==> src/rtl/mul_rr_sched.sv <==
// mul_rr_sched: round-robin sharing of one external registered multiplier among NREQ requesters.
module mul_rr_sched #(
   parameter int NREQ    = 4,
   parameter int W       = 8,
   parameter int MUL_LAT = 1
) (
   input  logic                clk,
   input  logic                rst,
   input  logic                en,
   input  logic [NREQ-1:0]     req_valid,
   input  logic [NREQ*W-1:0]   req_a,
   input  logic [NREQ*W-1:0]   req_b,
   output logic [NREQ-1:0]     req_ready,
   output logic [W-1:0]        mul_a,
   output logic [W-1:0]        mul_b,
   input  logic [2*W-1:0]      mul_c,
   output logic [NREQ-1:0]     rsp_valid,
   output logic [2*W-1:0]      rsp_data,
   output logic                busy
);
   localparam int PW = $clog2(NREQ);

   logic [PW-1:0]   ptr;
   logic [PW-1:0]   win;
   logic [PW:0]     idx;
   logic            found;
   logic            hs;
   logic [NREQ-1:0] tag [0:MUL_LAT];

   // first valid requester at or after ptr, wrapping modulo NREQ
   always_comb begin
      found = 1'b0;
      win   = '0;
      idx   = '0;
      for (int k = 0; k < NREQ; k++) begin
         idx = {1'b0, ptr} + (PW+1)'(k);
         idx = (idx >= (PW+1)'(NREQ)) ? idx - (PW+1)'(NREQ) : idx;
         if (!found && req_valid[idx[PW-1:0]]) begin
            found = 1'b1;
            win   = idx[PW-1:0];
         end
      end
   end

   assign req_ready = (en && found && !rst) ? ({{(NREQ-1){1'b0}}, 1'b1} << win) : '0;
   assign hs        = |req_ready;

   always_ff @(posedge clk or posedge rst) begin
      if (rst) begin
         ptr   <= '0;
         mul_a <= '0;
         mul_b <= '0;
         for (int s = 0; s <= MUL_LAT; s++) tag[s] <= '0;
      end else begin
         tag[0] <= req_ready;
         for (int s = 1; s <= MUL_LAT; s++) tag[s] <= tag[s-1];
         if (hs) begin
            ptr   <= (win == PW'(NREQ-1)) ? '0 : win + PW'(1);
            mul_a <= req_a[win*W +: W];
            mul_b <= req_b[win*W +: W];
         end
      end
   end

   always_comb begin
      busy = 1'b0;
      for (int s = 0; s <= MUL_LAT; s++) busy = busy | (|tag[s]);
   end

   assign rsp_valid = tag[MUL_LAT];
   assign rsp_data  = (|rsp_valid) ? mul_c : '0;
endmodule

==> config.mk <==
export PLATFORM = sky130hd
export DESIGN_NAME = mul_rr_sched
export DESIGN_NICKNAME = d
export VERILOG_FILES = /design/src/rtl/mul_rr_sched.sv
export SDC_FILE = /design/constraint.sdc
export NUM_CORES = 1
export LEC_CHECK = 0
export CORE_ASPECT_RATIO = 1.25
export CORE_UTILIZATION = 32
export CTS_BUF_LIST = sky130_fd_sc_hd__clkbuf_2 sky130_fd_sc_hd__clkbuf_4 sky130_fd_sc_hd__clkbuf_8
export CTS_CLUSTER_DIAMETER = 150
export CTS_CLUSTER_SIZE = 20
export DETAILED_ROUTE_END_ITERATION = 10
export PLACE_DENSITY = 0.89
export SYNTH_ARGS = -nofsm -noshare
export SYNTH_HDL_FRONTEND = slang
export SYNTH_SLANG_ARGS = --single-unit
==> constraint.sdc <==
create_clock -name clk -period 2.7 [get_ports clk]
set_input_delay 0.54 -clock clk [delete_from_list [all_inputs] [get_ports clk]]
set_output_delay 0.54 -clock clk [all_outputs]
set_load 0.03 [all_outputs]
# [After elaboration in Yosys (flattened, before gate mapping)]
# Cells that the tools add are included.
[totals] reg_bits=26 in_bits=87 output_inout_bits=41 elab_cells=61
[op_classes] n_addsub=8 n_lt_le_gt_ge=8 n_eq_ne=1 shift=3 n_mux=23 bitwise=1 n_reduce_logical=12
[ops] cell="variable part select 32 x 6 -> 8 bit" count=2
[ops] cell="2-to-1 mux 2 bit" count=9
[ops] cell="2-to-1 mux 16 bit" count=1
[ops] cell="less-than comparator 2 x 3 -> 1 bit (second input constant)" count=4
[ops] cell="OR reduction 4 bit" count=3
[ops] cell="greater-or-equal comparator 3 bit (second input constant)" count=3
[ops] cell="binary-select mux 1 bit (select 2 bit)" count=4
[ops] cell="2-to-1 mux 1 bit" count=8
[ops] cell="subtractor 2 x 1 -> 2 bit (second input constant)" count=4
[ops] cell="adder 2 x 2 -> 3 bit (second input constant)" count=2
[ops] cell="logical AND 1 bit" count=5
[ops] cell="zero test 1 bit" count=4
[ops] cell="2-to-1 mux 4 bit" count=1
[ops] cell="left shift 1 x 2 -> 4 bit (first input constant)" count=1
[ops] cell="adder 2 x 1 -> 3 bit (second input constant)" count=1
[ops] cell="greater-or-equal comparator 2 x 3 -> 1 bit (second input constant)" count=1
[ops] cell="adder 2 x 1 -> 2 bit (second input constant)" count=1
[ops] cell="equality test 2 bit (second input constant)" count=1
[ops] cell="OR 1 bit" count=1

# [Longest topological paths before layout]
[logic_depth] word_depth=18 ltp_mapped=12 depth_no_buf=8

# [Worst setup path before layout]
# No wires, ideal clock.
[synth_path] path_type="input -> register" startpoint="input port req_valid[2]" endpoint="register mul_a[4]" setup_time_ns=0.125 arrival_time_ns=2.443 t_required_ns=2.575 path_slack_ns=0.132 path_stages=12 path_buffers=4 path_cell_list="mux2i_1 -> nor2_1 -> nor3_2 -> buf_4 -> buf_2 -> inv_1 -> ha_1 -> o21ai_1 -> a21o_1 -> buf_6 -> buf_12 -> mux2_4"
[synth_between] elab_chain_len=16 elab_cells_between_ends=28 classes_between="shift (2); mux (17); reduce/logical (9)"
[synth_lines] item="from (decl)" line="10" source="input logic [NREQ-1:0] req_valid,"
[synth_lines] item="branches (longest 16 deep; another with binary-select mux 1 bit (select 2 bit))"
[synth_lines] item="to (signal assigned)" line="59" source="mul_a <= req_a[win*W +: W];"
[synth_lines] item="to (decl)" line="14" source="output logic [W-1:0] mul_a,"
# Parallel ways; which one is timed is not known. The select of a mux whose other input is x is not followed.
# A chain may end at the register's enable or synchronous reset.

# [Worst setup path in the final report]
[layout_path] startpoint="input port req_valid[2]" endpoint="output port req_ready[2]"
[layout_between] elab_chain_len=15 elab_cells_between_ends=26 classes_between="shift (1); mux (17); reduce/logical (8)"
[layout_lines] item="binary-select mux 1 bit (select 2 bit)" line="38" source="if (!found && req_valid[idx[PW-1:0]]) begin"
[layout_lines] item="2-to-1 mux 1 bit (implied by the code)" line="38"
[layout_lines] item="2-to-1 mux 1 bit" line="38"
[layout_lines] item="zero test 1 bit" line="38"
[layout_lines] item="logical AND 1 bit" line="38"
[layout_lines] item="2-to-1 mux 1 bit" line="38"
[layout_lines] item="zero test 1 bit" line="38"
[layout_lines] item="logical AND 1 bit" line="38"
[layout_lines] item="2-to-1 mux 1 bit" line="38"
[layout_lines] item="zero test 1 bit" line="38"
[layout_lines] item="logical AND 1 bit" line="38"
[layout_lines] item="2-to-1 mux 1 bit" line="38"
[layout_lines] item="logical AND 1 bit (2 in series)" line="45" source="assign req_ready = (en && found && !rst) ? ({{(NREQ-1){1'b0}}, 1'b1} << win) : '0;"
[layout_lines] item="2-to-1 mux 4 bit (*)" line="45"
[layout_lines] item="to (decl)" line="13" source="output logic [NREQ-1:0] req_ready,"
# Mark *: on every way between the ends. The rest lies on a longest branch, timed or not. The select of a mux whose other input is x is not followed.

==> flow_metrics.env <==
export IMPL_status="complete, no violations"
export IMPL_max_stage_delay_ns=0.56
export IMPL_clock_path_buffers=2
export IMPL_synth_top_cell_area_share_pct=37.2
export IMPL_ys_types=27
export IMPL_place_ws_ns=-0.0605
export IMPL_pwr_density_cell_mw_per_mm2=848
export IMPL_postCtsHoldBufs=0
export IMPL_rsz0062_at_grt="false"
export IMPL_dp_hpwl_mm=3.98
export IMPL_die_w_um=68.1
export IMPL_ctsResizeCount=0
export IMPL_ys_flop_type="dfrtp_1"
export IMPL_clock_latency_ns=0.27
export IMPL_holdWs_ns=0.391
export IMPL_gp_congestion=0.742
export IMPL_postCtsSetupRepairBufs=0
export IMPL_path_cells="clkdlybuf4s50_1 > or4_4 > and3_1 > and2_1 > buf_4"
export IMPL_worst_path_buf_inv=2
export IMPL_power_switching_uw=1080
export IMPL_yosys_top_cells_area="dfrtp_1, mux2i_1, mux2_4"
export IMPL_die_h_um=84.7
export IMPL_fin_crit_ns=2.65
export IMPL_design_area_mm2=0.00318
export IMPL_cp_required_ns=2.16
export IMPL_synth_avg_cell_area_um2=11.7
export IMPL_ys_warn_count=0
export IMPL_track_usage_pct=17.0
export IMPL_drc=0
export IMPL_setup_slack_ns=0.0518
export IMPL_ys_seq_area_share_pct=37.2
export IMPL_critPathMaxFanout=4
export IMPL_wirelength_mm=4.83
export IMPL_slew_limit_headroom_pct=77.2
export IMPL_p_comb_share_pct=64.2
export IMPL_start_util_pct=33.9
export IMPL_ys_async_sr_fraction_pct=100
export IMPL_final_nets=369
export IMPL_crit_path_end_kind="output pin"
export IMPL_diodes=0
export IMPL_firstDrtPassIters=4
export IMPL_clock_sinks=26
export IMPL_cts_buffers=3
export IMPL_tightestPinTransition_ns=0.341
export IMPL_vias=1637
export IMPL_ir_drop_v=0.000455
export IMPL_drtIter0Drc=24
export IMPL_pwr_share_seq_pct=23.9
export IMPL_setup_viol=0
export IMPL_synth_top_area_cell="dfrtp_1"
export IMPL_post_route_cells_drive_above_1_share_pct=15.0
export IMPL_rows=29
export IMPL_maxCapViolations=0
export IMPL_crit_family="simple AND/OR/NAND/NOR gates"
export IMPL_gr_total_overflow=0
export IMPL_timing_fmax_ghz=0.378
export IMPL_cts_tree="yes"
export IMPL_r2r_cells=9
export IMPL_crit_slowest_cell="or4_4"
export IMPL_grt_pass1_vias=1676
export IMPL_min_to="rsp_valid[2]"
export IMPL_clkPwrFrac_pct=11.9
export IMPL_finalClockSkew_ns=0.00380
export IMPL_drtAntennaViolNets=0
export IMPL_reg2reg_slack_ns=0.46
export IMPL_switching_share_pct=39.9
export IMPL_grt_pass1_wl_mm=7.46
export IMPL_reg2reg_from="ptr[1]"
export IMPL_h_tree_depth=1
export IMPL_slew_violations=0
export IMPL_root_buffer="clkbuf_8"
export IMPL_intPower_uw=1620
export IMPL_area_growth_pct=81.9
export IMPL_synth_fp_nets=238
export IMPL_post_route_period_util_pct=98.1
export IMPL_crit_type="input pin to output pin"
export IMPL_core_mm2=0.00515
export IMPL_fill_cells=444
export IMPL_grt_max_degree=27
export IMPL_arrival_ns=2.11
export IMPL_holdPathStages=0
export IMPL_cp_start_kind="input pin"
export IMPL_synth_edff_count=0
export IMPL_rr_endpoint="mul_a[2]"
export IMPL_place_area_mm2=0.00310
export IMPL_io_pins=128
export IMPL_crit_cells=5
export IMPL_io_buffer_count=127
export IMPL_total_power_uw=2700
export IMPL_synthCells=150
export IMPL_via_per_inst=4.79
export IMPL_syn_area_mm2=0.00175
export IMPL_hold_violations=0
export IMPL_path_clk_slew_ns=0.09
export IMPL_hold_class="flip-flop to flip-flop"
export IMPL_synth_seq_cells=26
export IMPL_fp_dieArea_mm2=0.00577
export IMPL_hold_start="tag[6]"
export IMPL_antenna_found_initial=0
export IMPL_wl_per_cell_um=14.1
export IMPL_leakage_uw=0.00146
## layer usage
layer / vias up / wire length (um) / global-route usage (%)
met3: 6 / 532 / 4.08
met5: - / 0 / 0
li1: 781 / - / -
met1: 755 / 1660 / 17.3
met2: 95 / 2570 / 32.9
met4: 0 / 64 / 3.98
## through the flow
stage / TNS (ns) / util, % / cells
5_1_grt: 0 / 61.8 / 342
4_1_cts: 0 / 61.5 / 342
3_5_place_dp: -0.315 / 60.1 / 338
2_1_floorplan: 0 / - / 150
3_3_place_gp: 0 / 60.1 / 338
6_report: 0 / 61.8 / 342
## cell usage after synthesis (2+ instances only)
cell type / instances
buf_4: 5
a21oi_1: 2
nand2_1: 5
inv_1: 4
mux2_2: 8
mux2_4: 8
nor4_1: 2
dfrtp_1: 26
nor2b_1: 16
mux2i_1: 51
nor2_1: 4
buf_6: 4
## cell families after synthesis
group           Yosys count  synth area share, %
simple gates             32                 10.5
mux                      67                 41.2
buf+inv                  17                 7.44
fa+ha+maj                 1                0.715
compound gates            7                 2.93
flops                    26                 37.2
## flip-flops by register name, summed over array words and instances (netlist names)
signal,count
rsp_valid,4
mul_a,8
mul_b,8
ptr,2
tag,4
## worst max path at each step
stage / start / to / slack [ns]
2_1_floorplan: req_valid[2] / mul_a[4] / 0.13
3_3_place_gp: req_valid[0] / mul_a[0] / 0.03
3_5_place_dp: req_valid[0] / mul_a[2] / -0.06
4_1_cts: req_valid[2] / req_ready[2] / 0.04
5_1_grt: req_valid[2] / req_ready[2] / 0.01
6_report: req_valid[2] / req_ready[2] / 0.05
## final cells by class
class,instances,area (um2),share of cell area [%]
sequential,26,651,20.4
clock buffer,3,41.3,1.30
inverter,5,18.8,0.590
tap,62,77.6,2.44
clock inverter,1,30.0,0.944
multi-input combinational,107,990,31.1
timing repair buffer,138,1370,43.2
## power groups by stage
stage	Clock [uW]	Sequential [uW]	Combinational, uW
after floorplan	0	875	846
after global placement	0	644	1720
after detailed placement	0	648	1750
after CTS	328	644	1750
after global routing	345	665	1850
final	321	645	1730
## layout by cell type, fill, tap and decap left out
cell,instances
a21o_1,1
a21oi_1,2
a21oi_2,1
and2_1,1
and3_1,1
buf_12,2
buf_4,13
bufinv_16,1
clkbuf_8,3
clkdlybuf4s50_1,121
dfrtp_1,26
dlymetal6s2s_1,2
ha_1,1
inv_1,4
inv_2,1
mux2_2,8
mux2_4,8
mux2i_1,51
nand2_1,5
nor2_1,4
nor2b_1,16
nor3_4,1
nor3b_2,1
nor4_1,1
nor4_2,1
o21a_1,1
o21ai_1,1
o22ai_2,1
or4_4,1
Note: power is estimated with default switching activity, not from simulation.
